File: src/rtl/ula_seq.sv
`default_nettype none
// ============================================================================
// Module      : ula_seq
// Description : Registered ALU with valid/ready handshakes, iterative
//               shift-add multiply and restoring unsigned divide, Z/N/C/V.
//               Optional remainder output enabled by macro ULA_REM_EN.
// Revision    : 1.0 - initial release
// ============================================================================
module ula_seq #(
  parameter int WIDTH = 8
) (
  input  logic             clk,
  input  logic             rst_n,
  input  logic             in_valid,
  output logic             in_ready,
  input  logic [WIDTH-1:0] SrcA,
  input  logic [WIDTH-1:0] SrcB,
  input  logic [2:0]       ULAControl,
  output logic             out_valid,
  input  logic             out_ready,
  output logic [WIDTH-1:0] ULAResult,
  output logic             Z,
  output logic             N,
  output logic             C,
  output logic             V
`ifdef ULA_REM_EN
  ,
  output logic [WIDTH-1:0] Rem
`endif
);

  localparam int            CW     = (WIDTH > 1) ? $clog2(WIDTH) : 1;
  localparam logic [CW-1:0] C_LAST = CW'(WIDTH - 1);

  localparam logic [2:0] OP_ADD  = 3'b000;
  localparam logic [2:0] OP_SUB  = 3'b001;
  localparam logic [2:0] OP_AND  = 3'b010;
  localparam logic [2:0] OP_OR   = 3'b011;
  localparam logic [2:0] OP_XOR  = 3'b100;
  localparam logic [2:0] OP_SLT  = 3'b101;
  localparam logic [2:0] OP_MUL  = 3'b110;

  typedef enum logic [1:0] {
    IDLE = 2'd0,
    BUSY = 2'd1,
    DONE = 2'd2
  } state_t;

  state_t               state_q, state_d;
  logic [CW-1:0]        cnt_q, cnt_d;
  logic [2:0]           op_q, op_d;
  logic [WIDTH-1:0]     a_q, a_d;
  logic [WIDTH-1:0]     b_q, b_d;
  logic [2*WIDTH-1:0]   mcand_q, mcand_d;
  logic [2*WIDTH-1:0]   acc_q, acc_d;
  logic [WIDTH-1:0]     prem_q, prem_d;
  logic [WIDTH-1:0]     res_q, res_d;
  logic                 z_q, z_d, n_q, n_d, c_q, c_d, v_q, v_d;
`ifdef ULA_REM_EN
  logic [WIDTH-1:0]     rem_q, rem_d;
`endif

  logic                 w_accept;
  logic [WIDTH:0]       w_sum, w_dif;
  logic                 w_slt;
  logic [2*WIDTH-1:0]   w_acc_nxt;
  logic [WIDTH:0]       w_shift, w_trial;
  logic                 w_fits;
  logic [WIDTH-1:0]     w_prem_nxt, w_quo_nxt;

  assign in_ready  = (state_q == IDLE) || ((state_q == DONE) && out_ready);
  assign w_accept  = in_valid && in_ready;
  assign out_valid = (state_q == DONE);

  assign w_sum = {1'b0, SrcA} + {1'b0, SrcB};
  assign w_dif = {1'b0, SrcA} + {1'b0, ~SrcB} + {{WIDTH{1'b0}}, 1'b1};
  assign w_slt = $signed(SrcA) < $signed(SrcB);

  // Multiply: b_q shifts right so bit 0 is always the current multiplier bit.
  assign w_acc_nxt = acc_q + (b_q[0] ? mcand_q : '0);

  // Divide: dividend bits leave a_q from the top while quotient bits enter at
  // the bottom; a borrow in bit WIDTH of the trial means "restore".
  assign w_shift    = {prem_q, a_q[WIDTH-1]};
  assign w_trial    = w_shift - {1'b0, b_q};
  assign w_fits     = ~w_trial[WIDTH];
  assign w_prem_nxt = w_fits ? w_trial[WIDTH-1:0] : w_shift[WIDTH-1:0];
  assign w_quo_nxt  = {a_q[WIDTH-2:0], w_fits};

  always_comb begin
    state_d = state_q;
    cnt_d   = cnt_q;
    op_d    = op_q;
    a_d     = a_q;
    b_d     = b_q;
    mcand_d = mcand_q;
    acc_d   = acc_q;
    prem_d  = prem_q;
    res_d   = res_q;
    c_d     = c_q;
    v_d     = v_q;
`ifdef ULA_REM_EN
    rem_d   = rem_q;
`endif
    case (state_q)
      IDLE, DONE: begin
        if (w_accept) begin
          op_d    = ULAControl;
          a_d     = SrcA;
          b_d     = SrcB;
          mcand_d = {{WIDTH{1'b0}}, SrcA};
          acc_d   = '0;
          prem_d  = '0;
          cnt_d   = '0;
          state_d = DONE;
          c_d     = 1'b0;
          v_d     = 1'b0;
`ifdef ULA_REM_EN
          rem_d   = '0;
`endif
          case (ULAControl)
            OP_ADD: begin
              res_d = w_sum[WIDTH-1:0];
              c_d   = w_sum[WIDTH];
              v_d   = (SrcA[WIDTH-1] == SrcB[WIDTH-1]) && (w_sum[WIDTH-1] != SrcA[WIDTH-1]);
            end
            OP_SUB: begin
              res_d = w_dif[WIDTH-1:0];
              c_d   = w_dif[WIDTH];
              v_d   = (SrcA[WIDTH-1] != SrcB[WIDTH-1]) && (w_dif[WIDTH-1] != SrcA[WIDTH-1]);
            end
            OP_AND:  res_d = SrcA & SrcB;
            OP_OR:   res_d = SrcA | SrcB;
            OP_XOR:  res_d = SrcA ^ SrcB;
            OP_SLT:  res_d = {{(WIDTH-1){1'b0}}, w_slt};
            default: begin
              // MUL / DIVU: flags and result keep their old values until done
              state_d = BUSY;
              c_d     = c_q;
              v_d     = v_q;
            end
          endcase
        end else if ((state_q == DONE) && out_ready) begin
          state_d = IDLE;
        end
      end
      BUSY: begin
        cnt_d = cnt_q + 1'b1;
        if (op_q == OP_MUL) begin
          acc_d   = w_acc_nxt;
          mcand_d = mcand_q << 1;
          b_d     = b_q >> 1;
        end else begin
          a_d    = w_quo_nxt;
          prem_d = w_prem_nxt;
        end
        if (cnt_q == C_LAST) begin
          state_d = DONE;
          if (op_q == OP_MUL) begin
            res_d = w_acc_nxt[WIDTH-1:0];
            c_d   = |w_acc_nxt[2*WIDTH-1:WIDTH];
            v_d   = |w_acc_nxt[2*WIDTH-1:WIDTH];
`ifdef ULA_REM_EN
            rem_d = '0;
`endif
          end else begin
            // With B==0 every trial fits, so the remainder naturally ends as A.
            res_d = (b_q == '0) ? {WIDTH{1'b1}} : w_quo_nxt;
            c_d   = 1'b0;
            v_d   = (b_q == '0);
`ifdef ULA_REM_EN
            rem_d = w_prem_nxt;
`endif
          end
        end
      end
      default: state_d = IDLE;
    endcase
    z_d = (res_d == '0);
    n_d = res_d[WIDTH-1];
  end

  always_ff @(posedge clk or negedge rst_n) begin
    if (!rst_n) begin
      state_q <= IDLE;
      cnt_q   <= '0;
      op_q    <= '0;
      a_q     <= '0;
      b_q     <= '0;
      mcand_q <= '0;
      acc_q   <= '0;
      prem_q  <= '0;
      res_q   <= '0;
      z_q     <= 1'b1;
      n_q     <= 1'b0;
      c_q     <= 1'b0;
      v_q     <= 1'b0;
`ifdef ULA_REM_EN
      rem_q   <= '0;
`endif
    end else begin
      state_q <= state_d;
      cnt_q   <= cnt_d;
      op_q    <= op_d;
      a_q     <= a_d;
      b_q     <= b_d;
      mcand_q <= mcand_d;
      acc_q   <= acc_d;
      prem_q  <= prem_d;
      res_q   <= res_d;
      z_q     <= z_d;
      n_q     <= n_d;
      c_q     <= c_d;
      v_q     <= v_d;
`ifdef ULA_REM_EN
      rem_q   <= rem_d;
`endif
    end
  end

  assign ULAResult = res_q;
  assign Z         = z_q;
  assign N         = n_q;
  assign C         = c_q;
  assign V         = v_q;
`ifdef ULA_REM_EN
  assign Rem       = rem_q;
`endif

endmodule
`default_nettype wire

File: config.mk
export PLATFORM = sky130hd
export DESIGN_NAME = ula_seq
export DESIGN_NICKNAME = d
export VERILOG_FILES = /design/src/rtl/ula_seq.sv
export SDC_FILE = /design/constraint.sdc
export NUM_CORES = 1
export LEC_CHECK = 0
export BUFFER_PORTS_ARGS = -buffer_cell sky130_fd_sc_hd__buf_2
export CORE_ASPECT_RATIO = 0.5
export CORE_MARGIN = 2
export CORE_UTILIZATION = 50
export DETAILED_ROUTE_END_ITERATION = 8
export GPL_TIMING_DRIVEN = 0
export MAX_ROUTING_LAYER = met4
export PLACE_DENSITY = 0.7
export SETUP_SLACK_MARGIN = 0.15
export SLEW_MARGIN = 25
export SYNTH_ARGS = -nofsm -noshare
export SYNTH_HDL_FRONTEND = slang
export SYNTH_SLANG_ARGS = --single-unit
File: constraint.sdc
create_clock -name clk -period 2.76 [get_ports clk]
set_clock_uncertainty 0.05 [all_clocks]
set_input_delay 0 -clock clk [delete_from_list [all_inputs] [get_ports clk]]
set_output_delay 0 -clock clk [all_outputs]
set_load 0.005 [all_outputs]
==> results of run 1 <==
==> area by class of cell <==
type                       instances  area, um2
timing repair buffer              68        483
fill                             895       3940
sequential                        75       1880
tap                              145        181
buffer                            30        145
inverter                          41        154
clock buffer                      10        239
clock inverter                     6       72.6
multi-input combinational        493       3880
==> timing repair <==
action	CTS	global route
hold buffers	4	0
pin swaps	18	22
setup endpoints to repair	23	23
gates resized for setup	19	53
buffers inserted	15	12
hold endpoints to repair	78	0
cloned	2	0
==> cells by family after synthesis <==
| logic type | after synthesis |
|---|---|
| AO/OA/AOI/OAI | 214 |
| AND/OR/NAND/NOR | 189 |
| flip-flops | 75 |
| buffers and inverters | 71 |
| adder cells (fa/ha/maj) | 55 |
| XOR/XNOR | 24 |
| multiplexers | 10 |
==> per-stage QoR <==
step	power [mW]	setup WS [ps]	cell area, um2
2_1_floorplan	2.98	-29.5	5730
3_3_place_gp	3.56	-518	6090
3_5_place_dp	3.60	-574	6120
4_1_cts	4.98	-336	6730
5_1_grt	5.42	-487	7040
6_report	5.13	-419	7040
==> routing by layer <==
metal / track usage / up-vias / routed length, um
met5: - / - / 0
met2: 0.432 / 224 / 7560
li1: - / 2485 / -
met1: 0.396 / 2656 / 7880
met4: 0.0673 / 0 / 279
met3: 0.0480 / 30 / 1090
==> worst max-delay path: stages (launching register included) <==
cell	delay [ps]
dfrtp_2	460
buf_8	150
and2_4	130
ha_4	170
fa_2	370
a21oi_4	170
o211ai_1	150
a41o_2	330
a31oi_2	230
o21bai_2	100
xor2_2	190
buf_12	150
nor4_4	290
a21oi_1	100
==> flip-flops by register name, indices dropped and copies added, names as in the netlist <==
register / count
C: 1
Z: 1
b_q: 8
V: 1
mcand_q: 16
prem_q: 8
state_q: 2
op_q: 3
cnt_q: 3
ULAResult: 7
acc_q: 16
N: 1
a_q: 8
==> power by group through the flow <==
stage | Sequential [mW] | Clock [mW] | Combinational (mW)
finish | 1.70 | 1.23 | 2.20
global route | 1.74 | 1.28 | 2.40
floorplan | 1.62 | 0 | 1.35
detailed placement | 1.70 | 0 | 1.90
CTS | 1.68 | 1.24 | 2.06
global placement | 1.70 | 0 | 1.86
==> worst max-delay path by stage <==
stage,startpoint,end,cells past startpoint
4_1_cts,b_q[0]$_DFFE_PN0P_,V$_DFFE_PN0P_,12
6_report,b_q[0]$_DFFE_PN0P_,C$_DFFE_PN0P_,13
3_5_place_dp,b_q[0]$_DFFE_PN0P_,V$_DFFE_PN0P_,11
2_1_floorplan,b_q[0]$_DFFE_PN0P_,V$_DFFE_PN0P_,12
3_3_place_gp,b_q[0]$_DFFE_PN0P_,V$_DFFE_PN0P_,11
5_1_grt,b_q[0]$_DFFE_PN0P_,C$_DFFE_PN0P_,12
==> synth_stat cells (all sizes together), types with 5 or more instances <==
library cell	n
a221o	15
nor3	10
nand2b	6
nor2b	11
clkbuf	21
and2	20
a21o	7
nand2	61
a22o	20
dfrtp	74
buf	9
o21bai	6
xnor2	15
a21oi	41
o22ai	5
o221ai	5
xor2	9
nor2	49
ha	51
inv	41
nand3	10
a31oi	9
a211oi	14
mux2i	10
o211ai	10
o21ai	54
==> metrics, run 1 <==
outcome complete, but fails checks; failing checks negative setup slack; dpl cells 819; Worst Setup End Kind register; Vias/cell 6.22; Crit Path Category register to register; RR Startpoint b_q[0]$_DFFE_PN0P_; CP arrival 3350 ps; post-synth top area share 0.330; # IOs 37; pin count of the biggest net entering global routing 48; Final Net Count 796; RR Endpoint C$_DFFE_PN0P_; Clock Sinks 75; XOR/XNOR share of the synthesized area 0.0374; RePlAce Congestion 0.945; max-capacitance violation count 0; Core Util, Final 0.641; Async S/R FF share, synth 1.00; final hold vios 0; Die Ht 78.9 um; sequential share of power 0.331; vias 5,395; simple-gate area share of the yosys netlist 0.165; worst min-delay path class input pin to register; final wirelength 16.8 mm; H-tree levels 3; CTS tree yes; initial antenna violation count 0; IO buf count 35; DR iter-0 viols 379; router iterations before antenna repair 5; core area 0.0110 mm2; most frequent cells in the layout dfrtp_1 (73), nand2_1 (61), nor2_1 (46), buf_2 (42), o21ai_0 (42); Hold Crit Start ULAControl[2]; unrepaired setup endpoints after global routing yes; synth top area cells dfrtp_1 (33%), ha_1 (11%), o21ai_0 (4.5%), nand2_1 (4.1%), a21oi_1 (3.6%); commonest non-fill, non-tap cell in the layout dfrtp_1; P&R area growth vs syn 25.4%; Adder-Cell Fraction of Synth Area 0.128; Clock Tree Root clkbuf_16; setup ws final -419 ps; P_sw 2.04 mW; Starting Density 0.511; gr usage total 0.282; Slew Limit Fails 0; Final ANT Viol Nets 0; Pleak 3.20 nW; worst path required time 2930 ps; Post-synth EDFFs 0; IR drop worst, VDD 0.411 mV; P_int 3.09 mW; Clock power frac 0.241; CP Launch Type register; Compound-Gate Fraction of Synth Area 0.267; layout cells sized above 1 0.223; Post-Layout Cell Count 868; Post-Syn Instances 638; Fin Setup TNS -1400 ps; Die Span X 154 um; syn_nets 716; hold path depth 3; Hold WS 30.3 ps; vias in the first global route 4,995; Die ar. 0.0121 mm2; Gate power share 0.429; Hold EP state_q[0]$_DFFE_PN0P_; DRC 0; Power per Cell Area 729 mW/mm2; r2r setup slk -420 ps; Avg Cell Area, Syn 8.80 um2; Tmin final 3180 ps; Critical Path Fanout Max 5; Yosys reg bits 75; Main synth FF type dfrtp_1; CTS Buf Count 9; DP HPWL 11.6 mm; Yosys cell types 68; Clk pin slew, worst setup/hold paths 60 ps; Worst slew margin 0.511; Seq/Total Area, Yosys 0.335; Worst-Margin Slew 733 ps; fmax 315 MHz; Final Cycle Share 1.15; row count 27; leading area contributor after synthesis dfrtp_1; Worst-Skew Late Latency 340 ps; synth warn 0; Antenna diodes 0; global-route wire length before repair 26.1 mm; total grt overflow 0; mux contribution to synthesized area 0.0178; Sw Ratio 0.398; Post-Syn Area 0.00561 mm2; DR WL/cell 19.4 um; reg2reg path depth 13; main combinational cell family by area after synthesis compound AO/OA/AOI/OAI gates; final setup vio count 6; clk buf depth 2
(Power assumes the default switching activity.)
==> run 2: changes to the inputs <==
--- a/config.mk
+++ b/config.mk
@@ -5,15 +5,15 @@
 export SDC_FILE = /design/constraint.sdc
 export NUM_CORES = 1
 export LEC_CHECK = 0
+export ABC_AREA = 1
 export BUFFER_PORTS_ARGS = -buffer_cell sky130_fd_sc_hd__buf_2
 export CORE_ASPECT_RATIO = 0.5
 export CORE_MARGIN = 2
 export CORE_UTILIZATION = 50
 export DETAILED_ROUTE_END_ITERATION = 8
-export GPL_TIMING_DRIVEN = 0
 export MAX_ROUTING_LAYER = met4
 export PLACE_DENSITY = 0.7
-export SETUP_SLACK_MARGIN = 0.15
+export SETUP_SLACK_MARGIN = 0.4
 export SLEW_MARGIN = 25
 export SYNTH_ARGS = -nofsm -noshare
 export SYNTH_HDL_FRONTEND = slang
==> run 2 against run 1 <==
  * The run now ends clean
  * Routed wire length grew 7.0%
  * Non-clock buffer count shrank 36
  * First-iteration DRC count rose by 9.0%
  * Worst setup slack better by 790 ps
  * Sequential cell count unchanged
  * Worst hold slack got worse by 25 ps
  * Critical path type unchanged
==> metrics, run 2 <==
outcome complete, no violations; most frequent cell after synthesis nand2_1; CTS Buf Count 9 (unchanged); # IOs 37 (unchanged); Worst Setup End Kind register; r2r setup slk 370 ps (+790 ps); Fillers 1,126 (+26%); P&R area growth vs syn 19.0%; CP max stage delay 450 ps (about the same); syn_nets 1,006 (+41%); Hold Crit Start ULAControl[1]; final setup vio count 0 (-6); Clock Sinks 75 (unchanged); Yosys reg bits 75 (unchanged); DP HPWL 13.3 mm (+15%); Largest regs acc_q: 16 flops, mcand_q: 16 flops; Post-Syn Area 0.00622 mm2 (+11%); max-capacitance violation count 0 (unchanged); IO buf count 36 (+2.9%); Worst-Skew Late Latency 340 ps (about the same); Clock Tree Root clkbuf_16; Worst path slowest cell dfrtp_2; fmax 418 MHz (+33%); initial antenna violation count 0 (unchanged); Slew Limit Fails 0 (unchanged); Worst slew margin 0.536 (+0.0243); CTS tree yes; Clk pin slew, worst setup/hold paths 60 ps (about the same); most frequent CP cell nand3_2; dpl cells 1,116 (+36%); vias in the first global route 5,862 (+17%); Pleak 3.95 nW (+23%); clk buf depth 2 (unchanged); post-synth top area share 0.297 (-0.0324); Power per Cell Area 788 mW/mm2 (+8.1%); CP cell instances nand2_1 -> inv_2 -> ha_4 -> fa_2 -> nand2_2 -> nand3_2 -> nand3_2 -> nand3_2 -> nand3_2 -> nand2_1 -> a21oi_2 -> nand2_1 -> nor2_1 -> nand3_1 -> nor2_1; Yosys cell types 44 (-35%); Starting Density 0.520 (+0.00830); pin count of the biggest net entering global routing 76 (+58%); vias 6,144 (+14%); DR WL/cell 15.7 um (-19%); final hold vios 0 (unchanged); launch point of the worst path b_q[0]$_DFFE_PN0P_; Die Span X 162 um (+5.2%); Antenna diodes 0 (unchanged); Post-Layout Cell Count 1,149 (+32%); RR Startpoint b_q[0]$_DFFE_PN0P_; most frequent cells in the layout nand2_1 (267), inv_1 (151), dfrtp_1 (73), nand3_1 (60), o21ai_0 (48); H-tree levels 3 (unchanged); worst path required time 2980 ps (+50 ps); Synth top cells by count nand2_1 (291), inv_1 (157), dfrtp_1 (74), nand3_1 (69), nor2_1 (55); Crit Path Category register to register; Die ar. 0.0134 mm2 (+10%); Fin Setup TNS 0 ps (+1400 ps); Vias/cell 5.35 (-14%); CP Launch Type register; Avg Cell Area, Syn 6.71 um2 (-24%); router iterations before antenna repair 5 (unchanged); DR iter-0 viols 413 (+9.0%); gr usage total 0.276 (-0.00645); CP arrival 2610 ps (-740 ps); Main synth FF type dfrtp_1; Storage cell area 0.00188 mm2 (unchanged); synth warn 0 (unchanged); worst min-delay path class input pin to register; Die Ht 82.9 um (+5.0%); area of the multi-input gates 0.00398 mm2 (+2.5%); Final Cycle Share 0.867 (-0.285); RePlAce Congestion 0.950 (+0.48%); leading area contributor after synthesis dfrtp_1; Post-synth EDFFs 0 (unchanged); synth top area cells dfrtp_1 (30%), nand2_1 (18%), ha_1 (10%), inv_1 (9.5%), nand3_1 (5.5%); Final Net Count 1,059 (+33%); Final ANT Viol Nets 0 (unchanged); Critical Path Fanout Max 5 (unchanged); Hold WS 5.08 ps (-25.2 ps); Post-Syn Instances 928 (+45%); Tmin final 2390 ps (-786 ps); row count 28 (+3.7%); global-route wire length before repair 28.9 mm (+11%); Seq/Total Area, Yosys 0.302 (-0.0329); DRC 0 (unchanged); layout cells sized above 1 0.176 (-0.0469); Worst-Margin Slew 697 ps (-36.5 ps); IR drop worst, VDD 0.385 mV (-6.3%); final wirelength 18.0 mm (+7.0%); total grt overflow 0 (unchanged); commonest non-fill, non-tap cell in the layout nand2_1; Async S/R FF share, synth 1.00 (unchanged); core area 0.0120 mm2 (+9.1%); unrepaired setup endpoints after global routing yes
run 2: path summary, 6_finish.rpt:
check | cells past startpoint | to
max | 15 | Z$_DFF_PN1_
min | 3 | op_q[1]$_DFFE_PN0P_
max reg2reg | 15 | Z$_DFF_PN1_
min reg2reg | 1 | cnt_q[0]$_DFFE_PN0P_
max in group asynchronous | 2 | b_q[0]$_DFFE_PN0P_
min in group asynchronous | 2 | op_q[1]$_DFFE_PN0P_
run 2: critical path, delay by kind of cell, from the launching register on:
| family | cells | cell delay [ps] |
|---|---|---|
| AO/OA/AOI/OAI | 1 | 140 |
| adder cells (fa/ha/maj) | 2 | 590 |
| buffers and inverters | 1 | 50 |
| flip-flops | 1 | 450 |
| AND/OR/NAND/NOR | 11 | 1060 |
run 2: logic make-up after synthesis:
group                    share of synthesized area
AND/OR/NAND/NOR                              0.308
buffers and inverters                        0.120
AO/OA/AOI/OAI                                0.143
flip-flops                                   0.302
adder cells (fa/ha/maj)                      0.115
XOR/XNOR                                    0.0127
run 2: layer usage:
metal | up-vias | part of all wire | track usage
li1 | 3061 | - | -
met2 | 184 | 0.45 | 0.431
met1 | 2867 | 0.48 | 0.374
met3 | 32 | 0.058 | 0.0504
met5 | - | 0 | -
met4 | 0 | 0.018 | 0.0619
run 2: layout make-up:
| cell class | instances | area share |
|---|---|---|
| multi-input cells | 662 | 0.538 |
| flip-flops and latches | 75 | 0.254 |
| inverters | 171 | 0.0877 |
| repair buffers | 62 | 0.0549 |
| clock buffers | 10 | 0.0309 |
| well taps | 165 | 0.0279 |
| clock inverters | 4 | 0.00726 |
run 2: power breakdown:
part	leakage (nW)	total [mW]	switching, mW	internal [mW]
Clock	0.131	1.17	0.475	0.692
Sequential	0.972	1.71	0.259	1.45
Combinational	2.85	2.96	1.84	1.11
run 2: per-stage QoR:
stage	area [um2]	power (mW)	setup slack (ps)	utilization
6_report	7410	5.84	367	0.618
5_1_grt	7410	6.28	213	0.618
4_1_cts	7040	5.61	403	0.588
3_5_place_dp	6570	4.34	259	0.548
3_3_place_gp	6570	4.29	284	0.548
2_1_floorplan	6230	3.60	428	-
run 2: repair_timing:
action | CTS | global route
buffers inserted | 0 | 11
endpoints found under the hold margin | 80 | 0
pin swaps | 0 | 26
hold buffers | 7 | 0
gates resized for setup | 18 | 71
endpoints found under the setup margin | 4 | 23
gates cloned | 1 | 0
